$ cat src/rtl/c17_stress_ctrl.sv
// Stress-then-sweep test controller for a small combinational CUT (c17 class).
// Holds an optional stress vector, then walks the vector/golden memories and counts mismatches.
//
// state  | meaning
// IDLE   | waiting for start; results and cut_in held
// STRESS | stress_vec held on the CUT for stress_len cycles
// FETCH  | vec_addr stable, memory read in flight
// APPLY  | vector driven on the CUT, settling for SETTLE cycles
// SAMPLE | cut_out compared with golden data
// DONE   | one-cycle completion pulse
module c17_stress_ctrl #(
    parameter int VEC_WIDTH  = 5,
    parameter int OUT_WIDTH  = 2,
    parameter int VEC_LENGTH = 16,
    parameter int SETTLE     = 2
) (
    input  logic                          clk,
    input  logic                          rst,
    input  logic                          start,
    input  logic                          abort,
    input  logic                          mode,
    input  logic [VEC_WIDTH-1:0]          stress_vec,
    input  logic [15:0]                   stress_len,
    output logic [$clog2(VEC_LENGTH)-1:0] vec_addr,
    input  logic [VEC_WIDTH-1:0]          vec_rdata,
    input  logic [OUT_WIDTH-1:0]          gold_rdata,
    output logic [VEC_WIDTH-1:0]          cut_in,
    input  logic [OUT_WIDTH-1:0]          cut_out,
    output logic                          busy,
    output logic                          done,
    output logic [15:0]                   err_count,
    output logic [$clog2(VEC_LENGTH)-1:0] first_err_addr,
    output logic                          err_flag
);

    localparam int AW = $clog2(VEC_LENGTH);
    localparam logic [AW-1:0] LAST_ADDR   = AW'(VEC_LENGTH - 1);
    localparam logic [15:0]   SETTLE_LOAD = 16'(SETTLE - 1);

    typedef enum logic [2:0] {
        S_IDLE,
        S_STRESS,
        S_FETCH,
        S_APPLY,
        S_SAMPLE,
        S_DONE
    } state_t;

    state_t               state_q, state_d;
    logic [15:0]          cnt_q, cnt_d;
    logic [VEC_WIDTH-1:0] cut_in_q, cut_in_d;
    logic [AW-1:0]        vec_addr_q, vec_addr_d;
    logic [15:0]          err_count_q, err_count_d;
    logic                 err_flag_q, err_flag_d;
    logic [AW-1:0]        first_err_addr_q, first_err_addr_d;
    logic                 mismatch;

    always_ff @(posedge clk or posedge rst) begin
        if (rst) begin
            state_q          <= S_IDLE;
            cnt_q            <= '0;
            cut_in_q         <= '0;
            vec_addr_q       <= '0;
            err_count_q      <= '0;
            err_flag_q       <= 1'b0;
            first_err_addr_q <= '0;
        end else begin
            state_q          <= state_d;
            cnt_q            <= cnt_d;
            cut_in_q         <= cut_in_d;
            vec_addr_q       <= vec_addr_d;
            err_count_q      <= err_count_d;
            err_flag_q       <= err_flag_d;
            first_err_addr_q <= first_err_addr_d;
        end
    end

    assign mismatch = (state_q == S_SAMPLE) && (cut_out != gold_rdata);

    always_comb begin
        state_d          = state_q;
        cnt_d            = cnt_q;
        cut_in_d         = cut_in_q;
        vec_addr_d       = vec_addr_q;
        err_count_d      = err_count_q;
        err_flag_d       = err_flag_q;
        first_err_addr_d = first_err_addr_q;

        case (state_q)
            S_IDLE: begin
                if (start && !abort) begin
                    err_count_d      = '0;
                    err_flag_d       = 1'b0;
                    first_err_addr_d = '0;
                    vec_addr_d       = '0;
                    if (mode && (stress_len != 16'd0)) begin
                        state_d  = S_STRESS;
                        cut_in_d = stress_vec;
                        cnt_d    = stress_len;
                    end else begin
                        state_d = S_FETCH;
                    end
                end
            end
            S_STRESS: begin
                // counter holds the cycles still to spend here, including this one
                if (cnt_q <= 16'd1) begin
                    state_d    = S_FETCH;
                    cnt_d      = '0;
                    vec_addr_d = '0;
                end else begin
                    cnt_d = cnt_q - 16'd1;
                end
            end
            S_FETCH: begin
                state_d  = S_APPLY;
                cut_in_d = vec_rdata;
                cnt_d    = SETTLE_LOAD;
            end
            S_APPLY: begin
                if (cnt_q == 16'd0) begin
                    state_d = S_SAMPLE;
                end else begin
                    cnt_d = cnt_q - 16'd1;
                end
            end
            S_SAMPLE: begin
                if (vec_addr_q == LAST_ADDR) begin
                    state_d = S_DONE;
                end else begin
                    vec_addr_d = vec_addr_q + 1'b1;
                    state_d    = S_FETCH;
                end
            end
            S_DONE: begin
                state_d = S_IDLE;
            end
            default: begin
                state_d = S_IDLE;
            end
        endcase

        // result update is independent of abort so a mismatch seen in the abort cycle still counts
        if (mismatch) begin
            if (err_count_q != 16'hFFFF) begin
                err_count_d = err_count_q + 16'd1;
            end
            if (!err_flag_q) begin
                err_flag_d       = 1'b1;
                first_err_addr_d = vec_addr_q;
            end
        end

        if (abort && (state_q != S_IDLE)) begin
            state_d    = S_IDLE;
            cut_in_d   = '0;
            cnt_d      = '0;
            vec_addr_d = vec_addr_q;
        end
    end

    assign vec_addr       = vec_addr_q;
    assign cut_in         = cut_in_q;
    assign busy           = (state_q != S_IDLE);
    assign done           = (state_q == S_DONE);
    assign err_count      = err_count_q;
    assign err_flag       = err_flag_q;
    assign first_err_addr = first_err_addr_q;

endmodule

$ cat config.mk
export PLATFORM = sky130hd
export DESIGN_NAME = c17_stress_ctrl
export DESIGN_NICKNAME = d
export VERILOG_FILES = /design/src/rtl/c17_stress_ctrl.sv
export SDC_FILE = /design/constraint.sdc
export NUM_CORES = 1
export LEC_CHECK = 0
export ABC_AREA = 1
export CAP_MARGIN = 20
export CORE_AREA = 2 2 84 86
export CTS_CLUSTER_SIZE = 10
export DETAILED_ROUTE_END_ITERATION = 10
export DIE_AREA = 0 0 86 88
export GPL_ROUTABILITY_DRIVEN = 0
export PLACE_DENSITY = 0.85
export RECOVER_POWER = 100
export SLEW_MARGIN = 0
export SYNTH_ARGS = -nofsm -noshare
export SYNTH_HDL_FRONTEND = slang
export SYNTH_SLANG_ARGS = --single-unit
$ cat constraint.sdc
create_clock -name clk -period 1.8 [get_ports clk]
set_input_delay 0.45 -clock clk [delete_from_list [all_inputs] [get_ports clk]]
set_output_delay 0.45 -clock clk [all_outputs]
set_load 0.1 [all_outputs]
# == Word level (Yosys, flattened, before mapping) ==
# Index checks and enable logic that the tools add are counted.
# totals
reg_bits,49
output_inout_bits,32
word_cells,77
# classes
muxes,33
magnitude_cmp,1
n_reduce_logical,16
bitwise_logic,1
n_eq_ne,16
n_addsub,3
# ops
operator,count
$mux 16,9
$pmux 16 s4,1
$mux 4,7
$add 16x1->16 const B,1
$le 16x1->1 const B,1
$logic_not 16->1,1
$ne 16x16->1 const B,1
$reduce_bool 16->1,1
$sub 16x1->16 const B,1
$mux 3,5
$mux 5,3
$ne 3x3->1 const B,5
$pmux 3 s5,1
$pmux 4 s3,1
$pmux 5 s2,1
$reduce_bool 3->1,3
$eq 3x2->1 const B,2
$eq 3x3->1 const B,2
$ne 2x2->1 const B,3
$reduce_and 3->1,2
$reduce_and 5->1,1
$reduce_bool 5->1,1
$add 4x1->4 const B,1
$eq 4x4->1 const B,1
other kinds (9),15

# == Longest topological paths before layout ==
# logic_depth
depth_word,6
ltp_mapped,12

# == Worst setup path after synthesis ==
# OpenSTA, ideal clock, no wires.
# synth_path
path_type,register -> output
start,register state_q[2]
end,output done
arrival_ns,2.551
path_slack_ns,-1.201
stages_incl_launch_ff,3
path_cell_list,dfrtp_1 inv_2 nor3_1
# synth_via
elab_chain_cells,1
# synth_rtl
item,line_no,text
start: declaration,49,"state_t state_q, state_d;"
start signal: assignment,68,state_q <= state_d;
$eq 3x3->1,165,assign done = (state_q == S_DONE);
end: declaration,30,"output logic done,"
# Every way passes these cells.

# == Final worst setup path ==
# layout_path
start,register state_q[1]
end,output busy
# layout_via
elab_chain_cells,1
# layout_rtl
item,line_no,text
$reduce_bool 3->1,164,assign busy = (state_q != S_IDLE);
end: declaration,29,"output logic busy,"
# Every way passes these cells.

==> flow_summary_export.csv <==
group,metric,value,unit
clock_network,clkTransAtPathRegs,0.10,ns
cells_and_area,num_antenna_cells,0,
setup_path,end_kind,"output port",
global_route,antenna_found_initial,0,
logic_synthesis,postSynthCellCount,510,
logic_synthesis,ys_ff_latch,49,
logic_synthesis,yosys-top-cells-count,"188 x nand2_1, 64 x nor2_1, 49 x dfrtp_1, 44 x nand3_1, 41 x inv_1",
setup_path,crit_required,1.35,ns
routing,drt-pass1-iter-count,5,
setup_path,r2r-end,"vec_addr[1]",
sta,setup_tns,0,ns
setup_path,critPathMaxFanout,5,
clock_network,clkSinkCount,49,
place,hpwl,7590,um
floorplan,start_util,0.506,
place,dp_slack,-0.233,ns
pwr,ir_drop,1.73,mV
cells_and_area,area_growth,46.5,%
logic_synthesis,synth_cell_types,32,
routing,drt_iter0_drc,237,
global_route,grt_overflow,0,
clock_network,tritoncts,"built",
floorplan,die_area,7570,um^2
setup_path,critPathArrivalTime,1.30,ns
sta,worst_slack,0.0487,ns
clock_network,h-tree-depth,2,
pwr,p_leak,2.39,nW
routing,routed_wl,10000,um
logic_synthesis,yosys-top-cells-area,"dfrtp_1 36%, nand2_1 21%, nor2_1 7.1%, nand3_1 6.5%, inv_1 4.6%",
floorplan,fp.dieW,86,um
clock_network,clk_latency,0.31,ns
place,io_buffers,66,
min_path,holdCritPathClass,"reg2reg",
logic_synthesis,syn-num-nets,550,
logic_synthesis,yosysWarnings,0,
clock_network,cts-root-buf,"clkbuf_8",
clock_network,clock_path_buffers,2,
routing,drt.antenna.violating_nets,0,
sta,hold_viol_final,0,
logic_synthesis,ys_seq_area_frac,0.364,
clock_network,cts_made_buffers,5,
sta,setup_viol,0,
routing,wire_per_inst,14.2,um
cells_and_area,drive_gt1_frac,0.254,
sta,layout_min_cycle_time,1.75,ns
logic_synthesis,synth_top_area_cell,"dfrtp_1",
sta,slew_headroom,0.566,
sta,timing.fmax,0.571,GHz
cells_and_area,stdcell_count,709,
routing,vias,3875,
global_route,grt_max_degree,20,
run,cap_violations,0,
floorplan,core-area,6640,um^2
place,dp.cells,696,
global_route,grt_pass1_vias,3730,
logic_synthesis,syn_area,3360,um^2
setup_path,worstSetupPathType,"reg2out",
logic_synthesis,synth_top_area_share,0.364,
pwr,p_per_area,1400,nW/um^2
min_path,min_to,"cut_in[1]",
cells_and_area,final_cell_area,4930,um^2
cells_and_area,nNetsFinal,668,
setup_path,reg2regPathDepth,11,
logic_synthesis,synthArstFlopShare,1.00,
floorplan,rows,30,
setup_path,crit_path_start_kind,"flop",
setup_path,r2r_slack,0.07,ns
global_route,grt_pass1_wl,16300,um
sta,fin_crit_sh,0.973,
logic_synthesis,synth-edff-count,0,
floorplan,ios,67,
routing,vias_per_cell,5.47,
sta,fin_worst_skew,0.00620,ns
logic_synthesis,synth.avg_cell_area,6.60,um^2
global_route,grt_usage,0.269,
min_path,min_from,"cut_in[1]",
sta,drv_slew,0,
sta,rsz0062_at_grt,"true",
logic_synthesis,yosysMostFrequentCell,"nand2_1",
run_status,outcome,"completed",
place,place_area,4920,um^2
logic_synthesis,synth_flop_cell,"dfrtp_1",
sta,worst_pin_slew,0.650,ns
min_path,whs_path_depth,2,
routing,remaining_drc_errors,0,
floorplan,die-height,88,um
setup_path,rr_startpoint,"state_q[1]",
-- sequential cells by signal, indices dropped and copies added, names as in the netlist --
signal          flops
cnt_q              16
err_count          16
cut_in              5
first_err_addr      4
vec_addr            4
state_q             3
err_flag            1
-- cells by family (layout without fill, tap and decap cells) --
group | count (synthesis) | in the layout | synth area share
AOI/OAI and AO/OA | 48 | 48 | 0.0785
xor gates and xnor gates | 16 | 16 | 0.0417
adders and majority gates | 5 | 5 | 0.0186
buffers and inverters | 58 | 177 | 0.0714
DFF | 49 | 49 | 0.364
and+or+nand+nor | 334 | 334 | 0.425
-- layout by cell type (no fill, tap or decap), drive strengths merged --
master,n
a211oi,1
a21oi,7
and2,1
buf,72
bufinv,1
clkbuf,18
clkdlybuf4s50,32
clkinv,1
clkinvlp,1
dfrtp,49
dlygate4sd3,1
dlymetal6s2s,1
ha,5
inv,50
nand2,192
nand3,47
nand3b,2
nand4,10
nor2,71
nor3,11
o211ai,1
o21ai,33
o21bai,5
o31ai,1
xnor2,8
xor2,8
-- per-layer routing --
| layer | share of wire | routed length (um) | GRT usage |
|---|---|---|---|
| met1 | 0.40 | 4050 | 0.316 |
| met5 | 0 | 0 | 0 |
| met3 | 0.059 | 589 | 0.0405 |
| met2 | 0.52 | 5240 | 0.503 |
| met4 | 0.015 | 150 | 0.0895 |
-- stage by stage --
stage	hold WS, ns	utilization	power [mW]
4_1_cts	0.471	0.759	6.90
2_1_floorplan	0.471	-	4.39
6_report	0.503	0.742	6.89
3_5_place_dp	0.508	0.741	6.07
5_1_grt	0.557	0.742	7.35
3_3_place_gp	0.493	0.741	5.91
-- critical path, stage by stage, from the launching register on --
cell     delay, ns
dfrtp_1       0.47
inv_2         0.09
buf_4         0.15
nand2_4       0.10
buf_12        0.18
-- how the worst max path moves through the flow --
stage,end,cells past startpoint,from,slack (ns)
2_1_floorplan,err_count[2],8,err_count[0],-0.09
3_3_place_gp,err_count[10],9,abort,-0.19
3_5_place_dp,err_count[10],9,abort,-0.23
4_1_cts,cnt_q[13],11,cnt_q[6],0.007
5_1_grt,cnt_q[13],12,cnt_q[4],-0.02
6_report,busy,4,state_q[1],0.05
-- where the power goes --
part	internal [mW]	leakage, nW	switching [mW]
Clock	0.416	0.0543	0.389
Combinational	1.58	1.70	2.92
Sequential	1.35	0.630	0.232
-- timing repair --
action                     in CTS  in global routing
resized for setup               2                 22
gates cloned                    0                  1
setup endpoints to repair       2                 36
hold buffers                    0                  0
buffers inserted                0                  4
pin swaps                       0                  3
-- final cells by class --
cell class | instances | area [um^2]
multi-input cells | 403 | 2040
fillers | 452 | 1710
flip-flops and latches | 49 | 1250
repair buffers | 119 | 1230
inverters | 50 | 188
well taps | 80 | 100
clock buffers | 5 | 68.8
clock inverters | 3 | 46.3
No activity file was read; power rests on OpenSTA's default activity.
